==> config.mk <==
export PLATFORM = sky130hd
export DESIGN_NAME = screen_phase_ctrl
export DESIGN_NICKNAME = d
export VERILOG_FILES = /design/src/rtl/screen_pkg.sv /design/src/rtl/frame_timer.sv /design/src/rtl/screen_phase_ctrl.sv
export SDC_FILE = /design/constraint.sdc
export NUM_CORES = 1
export LEC_CHECK = 0
export CAP_MARGIN = 5
export CORE_MARGIN = 3
export CORE_UTILIZATION = 59
export DETAILED_ROUTE_END_ITERATION = 12
export PLACE_DENSITY = 0.89
export SYNTH_ARGS = -nofsm -noshare
export SYNTH_HDL_FRONTEND = slang
export SYNTH_HIERARCHICAL = 1
export SYNTH_SLANG_ARGS = --single-unit
==> constraint.sdc <==
create_clock -name clk -period 5.58 [get_ports clk]
set_input_delay 1.116 -clock clk [delete_from_list [all_inputs] [get_ports clk]]
set_output_delay 1.116 -clock clk [all_outputs]
set_load 0.01 [all_outputs]
==> src/rtl/screen_pkg.sv <==
// screen_pkg: shared phase encoding and overlay layer masks for the
// phase sequencer and the RGB compositor.
package screen_pkg;

  typedef enum logic [2:0] {
    TITLE = 3'd0,
    PLAY  = 3'd1,
    HIT   = 3'd2,
    DYING = 3'd3,
    OVER  = 3'd4,
    WIN   = 3'd5
  } phase_t;

  localparam int LAYER_TITLE   = 0;
  localparam int LAYER_HUD     = 1;
  localparam int LAYER_PLAYER  = 2;
  localparam int LAYER_MONSTER = 3;
  localparam int LAYER_WALL    = 4;
  localparam int LAYER_OVER    = 5;
  localparam int LAYER_WIN     = 6;
  localparam int LAYER_N       = 7;

  localparam logic [LAYER_N-1:0] MASK_TITLE = 7'b0000001;
  localparam logic [LAYER_N-1:0] MASK_PLAY  = 7'b0011110;
  localparam logic [LAYER_N-1:0] MASK_HIT   = 7'b0011110;
  localparam logic [LAYER_N-1:0] MASK_DYING = 7'b0011010;
  localparam logic [LAYER_N-1:0] MASK_OVER  = 7'b0111010;
  localparam logic [LAYER_N-1:0] MASK_WIN   = 7'b1011010;

  // Bits needed to hold a down-count of n-1 .. 0.
  function automatic int cnt_w(input int n);
    return (n <= 2) ? 1 : $clog2(n);
  endfunction

endpackage

==> src/rtl/frame_timer.sv <==
// frame_timer: loadable down-counter, one step per tick, holds at zero.
// Ports: clk, rst (async high), tick, load, load_val -> count, zero.
module frame_timer
  import screen_pkg::*;
#(
  parameter int           W       = 8,
  parameter logic [W-1:0] RST_VAL = '0
) (
  input  logic         clk,
  input  logic         rst,
  input  logic         tick,
  input  logic         load,
  input  logic [W-1:0] load_val,
  output logic [W-1:0] count,
  output logic         zero
);

  assign zero = (count == '0);

  always_ff @(posedge clk or posedge rst) begin
    if (rst) begin
      count <= RST_VAL;
    end else if (load) begin
      count <= load_val;
    end else if (tick && !zero) begin
      count <= count - 1'b1;
    end
  end

endmodule

==> src/rtl/screen_phase_ctrl.sv <==
// screen_phase_ctrl: frame-synchronous game phase sequencer; owns
// hearts/level and the per-phase overlay enables.
// Ports: clk, rst (async high), frame_start, key_start, player_hit,
//   level_clear -> phase[2:0], layer_en[6:0], blink_on, hearts[1:0],
//   level[3:0], game_rst.
module screen_phase_ctrl
  import screen_pkg::*;
#(
  parameter int BLINK_FRAMES      = 30,
  parameter int HIT_FLASH_FRAMES  = 60,
  parameter int DEATH_HOLD_FRAMES = 90,
  parameter int MAX_HEARTS        = 3,
  parameter int WIN_LEVEL         = 4
) (
  input  logic       clk,
  input  logic       rst,
  input  logic       frame_start,
  input  logic       key_start,
  input  logic       player_hit,
  input  logic       level_clear,
  output logic [2:0] phase,
  output logic [6:0] layer_en,
  output logic       blink_on,
  output logic [1:0] hearts,
  output logic [3:0] level,
  output logic       game_rst
);

  localparam int TW_RAW =
    (HIT_FLASH_FRAMES > DEATH_HOLD_FRAMES) ?
    cnt_w(HIT_FLASH_FRAMES) : cnt_w(DEATH_HOLD_FRAMES);
  // Flicker reads timer bit 2, so keep at least 3 bits.
  localparam int TW = (TW_RAW < 3) ? 3 : TW_RAW;
  localparam int BW = cnt_w(BLINK_FRAMES);

  localparam logic [TW-1:0] HIT_LOAD   = TW'(HIT_FLASH_FRAMES - 1);
  localparam logic [TW-1:0] DEATH_LOAD = TW'(DEATH_HOLD_FRAMES - 1);
  localparam logic [BW-1:0] BLINK_LOAD = BW'(BLINK_FRAMES - 1);
  localparam logic [1:0]    HEARTS_MAX = 2'(MAX_HEARTS);
  localparam logic [3:0]    LEVEL_WIN  = 4'(WIN_LEVEL);

  phase_t        phase_q;
  phase_t        phase_nx;
  logic [1:0]    hearts_q;
  logic [1:0]    hearts_nx;
  logic [1:0]    hearts_dec;
  logic [3:0]    level_q;
  logic [3:0]    level_nx;
  logic [3:0]    level_inc;
  logic          at_win;
  logic          grst_q;
  logic          grst_nx;

  logic          pend_start;
  logic          pend_hit;
  logic          pend_clr;
  logic          ev_start;
  logic          ev_hit;
  logic          ev_clr;
  logic          keep_clr;

  logic          t_load;
  logic [TW-1:0] t_val;
  logic [TW-1:0] t_cnt;
  logic          t_zero;

  logic          entry;
  logic          b_load;
  logic [BW-1:0] b_cnt;
  logic          b_zero;
  logic          blink_q;

  logic          unused_bits;

  // Same-cycle events count toward the frame that is starting.
  assign ev_start = pend_start | key_start;
  assign ev_hit   = pend_hit   | player_hit;
  assign ev_clr   = pend_clr   | level_clear;

  assign hearts_dec = (hearts_q == 2'd0) ? 2'd0 : hearts_q - 2'd1;
  assign at_win     = (level_q == LEVEL_WIN);
  assign level_inc  = (level_q < LEVEL_WIN) ? level_q + 4'd1 : level_q;

  assign entry  = frame_start && (phase_nx != phase_q);
  assign b_load = frame_start && (entry || b_zero);

  frame_timer #(
    .W       (TW),
    .RST_VAL ('0)
  ) u_phase_timer (
    .clk      (clk),
    .rst      (rst),
    .tick     (frame_start),
    .load     (t_load),
    .load_val (t_val),
    .count    (t_cnt),
    .zero     (t_zero)
  );

  // Counts down from BLINK_LOAD; a zero at frame_start is a wrap.
  frame_timer #(
    .W       (BW),
    .RST_VAL (BLINK_LOAD)
  ) u_blink_timer (
    .clk      (clk),
    .rst      (rst),
    .tick     (frame_start),
    .load     (b_load),
    .load_val (BLINK_LOAD),
    .count    (b_cnt),
    .zero     (b_zero)
  );

  assign unused_bits = ^{t_cnt, b_cnt};

  always_ff @(posedge clk or posedge rst) begin
    if (rst) begin
      phase_q    <= TITLE;
      hearts_q   <= 2'd0;
      level_q    <= 4'd0;
      grst_q     <= 1'b0;
      pend_start <= 1'b0;
      pend_hit   <= 1'b0;
      pend_clr   <= 1'b0;
      blink_q    <= 1'b1;
    end else begin
      grst_q <= grst_nx;
      if (frame_start) begin
        phase_q    <= phase_nx;
        hearts_q   <= hearts_nx;
        level_q    <= level_nx;
        pend_start <= 1'b0;
        pend_hit   <= 1'b0;
        pend_clr   <= keep_clr;
        if (entry) begin
          blink_q <= 1'b1;
        end else if (b_zero) begin
          blink_q <= ~blink_q;
        end
      end else begin
        pend_start <= pend_start | key_start;
        pend_hit   <= pend_hit   | player_hit;
        pend_clr   <= pend_clr   | level_clear;
      end
    end
  end

  always_comb begin
    phase_nx  = phase_q;
    hearts_nx = hearts_q;
    level_nx  = level_q;
    grst_nx   = 1'b0;
    keep_clr  = 1'b0;
    t_load    = 1'b0;
    t_val     = '0;
    if (frame_start) begin
      unique case (phase_q)
        TITLE: begin
          if (ev_start) begin
            phase_nx  = PLAY;
            hearts_nx = HEARTS_MAX;
            level_nx  = 4'd1;
            grst_nx   = 1'b1;
          end
        end
        PLAY: begin
          if (ev_hit) begin
            hearts_nx = hearts_dec;
            // The clear is preempted, not lost.
            keep_clr  = ev_clr;
            t_load    = 1'b1;
            if (hearts_dec == 2'd0) begin
              phase_nx = DYING;
              t_val    = DEATH_LOAD;
            end else begin
              phase_nx = HIT;
              t_val    = HIT_LOAD;
            end
          end else if (ev_clr) begin
            if (at_win) begin
              phase_nx = WIN;
            end else begin
              level_nx = level_inc;
              grst_nx  = 1'b1;
            end
          end
        end
        HIT: begin
          if (ev_clr && at_win) begin
            phase_nx = WIN;
          end else begin
            if (ev_clr) begin
              level_nx = level_inc;
              grst_nx  = 1'b1;
            end
            if (t_zero) begin
              phase_nx = PLAY;
            end
          end
        end
        DYING: begin
          if (t_zero) begin
            phase_nx = OVER;
          end
        end
        OVER, WIN: begin
          if (ev_start) begin
            phase_nx  = TITLE;
            hearts_nx = 2'd0;
            level_nx  = 4'd0;
          end
        end
        default: begin
          phase_nx = TITLE;
        end
      endcase
    end
  end

  always_comb begin
    layer_en = MASK_TITLE;
    unique case (phase_q)
      TITLE: layer_en = MASK_TITLE;
      PLAY:  layer_en = MASK_PLAY;
      HIT: begin
        layer_en               = MASK_HIT;
        layer_en[LAYER_PLAYER] = ~t_cnt[2];
      end
      DYING:   layer_en = MASK_DYING;
      OVER:    layer_en = MASK_OVER;
      WIN:     layer_en = MASK_WIN;
      default: layer_en = MASK_TITLE;
    endcase
  end

  assign phase    = phase_q;
  assign hearts   = hearts_q;
  assign level    = level_q;
  assign game_rst = grst_q;
  assign blink_on = blink_q;

endmodule

==> impl_metrics.toml <==
[logic_synthesis]
synth_most_common_cell = "dfrtp_1"
synth_warnings = 6
ys.flop_type = "dfrtp_1"
synth_area_sq_um = 1850
yosysUniqueCellTypes = 65
synth_seq_cells = 26
ys_async_sr_fraction_pct = 100
synth_commonest_cells = "21 x dfrtp_1, 20 x a21oi_1, 19 x nor2_1"
syn_area_per_cell_sq_um = 8.87
synth_area_leaders = "dfrtp_1 28%, dfstp_2 7.1%, a21oi_1 5.4%"
synth_top_area_share_pct = 28.3
synth-edff-count = 0
yosysSeqAreaShare_pct = 35.4
synth_area_leader_cell = "dfrtp_1"
syn_inst = 209

[routing]
drt-initial-drc-count = 152
wl_per_cell_um = 16.4
first_pass_iters = 4
ant_nets = 0
drt-total-wl_um = 4430
drc = 0
via_per_inst = 6.25
vias = 1688

[setup_path]
cp_data_arrival_time_ns = 2.37
r2r_setup_slack_ns = 2.76
path_max_fanout = 21
end_kind = "primary output"
cp.required_ns = 4.46
cp-start-kind = "register"
worstSetupPathType = "register to primary output"

[cts]
clkSlewWorstSetupHoldPaths_ns = 0.15
clock_latency_ns = 0.34
cts_resized = 0
numCtsBuffers = 3
cts_tree = "done"
postCtsHoldBufs = 0
clock-sinks = 26
cts_root_buf = "clkbuf_4"
max-clock-path-buffers = 2
htree_levels = 1
post_cts_buffers = 0

[timing]
drv_slew = 0
whs_ns = 0.533
fmax_mhz = 287
finalCriticalPeriod_ns = 3.49
tightest_slew_ns = 0.839
timing.final.ws_setup_ns = 2.09
slew_headroom_pct = 43.9
fin_crit_sh_pct = 62.5
finalSetupTns_ns = 0
skew_ns = 0.00899
setup_viol = 0
rsz0062_at_grt = "no"
hold_viol_final = 0

[finish]
diodes = 0
fin_nets = 239
fillCellCount = 216
layout-drive-gt1-share_pct = 12.7
syn2layout_area_growth_pct = 14.6
fin_util_pct = 73.9
instances_no_fill = 270

[outcome]
outcome = "complete, no violations"

[global_routing]
grt_pass1_vias = 1587
grt_pass1_wl_um = 7530
grt_max_degree = 26
antenna_found_initial = 0
track_usage_pct = 26.4
overflow = 0

[floorplan]
die_w_um = 62.1
dieHeight_um = 62.1
core_sq_um = 2880
die_area_sq_um = 3850
pin_count = 24
rows = 19
initial_utilization_pct = 64.5

[power]
pwr_density_cell_nw_per_um2 = 541
peakVddDrop_mv = 0.371
leakage_nw = 0.868

[placement]
placed_cells = 266
gp_congestion = 0.817
dpl_worst_slack_ns = 1.83
port_buffers = 23
hpwlAfterDp_um = 3220

[job]
maxCapViolCount = 0

[min_path]
worstHoldPathType = "register to register"
[placed cells by master, fill, tap and decap left out, types with 3 or more instances in the layout]
cell type,netlist,layout
a21oi_1,20,20
nor2b_1,6,6
dfrtp_1,21,21
conb_1,2,6
o31a_1,3,3
o31ai_1,3,3
clkdlybuf4s50_1,0,23
or3_1,3,3
o21ai_0,5,5
nor2_1,19,19
dfstp_2,5,5
ha_1,4,4
inv_1,15,15
nor3b_1,3,3
nand2b_1,5,5
o21ai_1,3,3
nand3_1,3,3
nor3_1,12,12
nand2_1,9,9
clkbuf_4,0,3
[metrics by stage]
step | instance area [sq um] | power (mW)
final | 2120 | 1.15
after CTS | 2120 | 1.15
after global placement | 2090 | 0.998
after global routing | 2120 | 1.24
after floorplan | 1870 | 0.831
after detailed placement | 2090 | 1.04
[path summary, 6_finish.rpt]
path,startpoint,endpoint,cells after the start
max in group asynchronous,rst,blink_on$_DFFE_PP1P_,2
hold / removal,u_blink_timer/count[4]$_DFFE_PP1P_,u_blink_timer/count[4]$_DFFE_PP1P_,2
hold reg to reg,u_blink_timer/count[4]$_DFFE_PP1P_,u_blink_timer/count[4]$_DFFE_PP1P_,2
setup reg to reg,u_phase_timer/count[3]$_DFFE_PP0P_,u_blink_timer/count[2]$_DFFE_PP1P_,9
min in group asynchronous,rst,u_blink_timer/count[1]$_DFFE_PP0P_,2
setup / recovery,phase[0]$_DFFE_PP0P_,layer_en[2],4
[report_power, final]
group	leakage (nW)	switching, mW	total (mW)	internal (mW)
sequential	0.307	0.146	0.420	0.274
combinational	0.540	0.311	0.630	0.319
clock	0.0210	0.0597	0.0998	0.0401
total	0.868	0.517	1.15	0.633
[kinds of logic after synthesis]
| family | count (synthesis) | synth area share (%) |
|---|---|---|
| AO/OA/AOI/OAI | 63 | 26.5 |
| XOR/XNOR | 2 | 0.945 |
| adder cells (fa/ha/maj) | 4 | 2.70 |
| buffers and inverters | 29 | 7.08 |
| flip-flops | 26 | 35.4 |
| other | 2 | 0.405 |
| AND/OR/NAND/NOR | 83 | 27.0 |
[routing by layer]
layer	GRT usage, %	wire length [um]	vias up
met5	0	0	-
li1	-	-	803
met2	41.3	2150	73
met4	13.6	123	0
met1	34.9	1900	801
met3	4.34	253	11
[critical path, stage by stage, from the launching register on]
cell             delay (ns)
dfrtp_1                0.82
nand2b_1               0.35
o21a_1                 0.19
nor2_1                 0.11
clkdlybuf4s50_1        0.56
[flip-flops by register name (all words and copies together), names as in the netlist]
| register | flops |
|---|---|
| blink_on | 1 |
| pend_hit | 1 |
| pend_clr | 1 |
| pend_start | 1 |
| u_phase_timer/count | 7 |
| u_blink_timer/count | 5 |
| hearts | 2 |
| level | 4 |
| game_rst | 1 |
| phase | 3 |
[layout make-up]
| type | instances | area (sq um) | area share [%] |
|---|---|---|---|
| clock buffer | 4 | 36.3 | 1.71 |
| inverter | 16 | 60.1 | 2.83 |
| multi-input combinational | 158 | 1080 | 50.9 |
| sequential | 26 | 657 | 30.9 |
| tap | 42 | 52.6 | 2.47 |
| timing repair buffer | 24 | 238 | 11.2 |
Note: power is estimated with default switching activity, not from simulation.
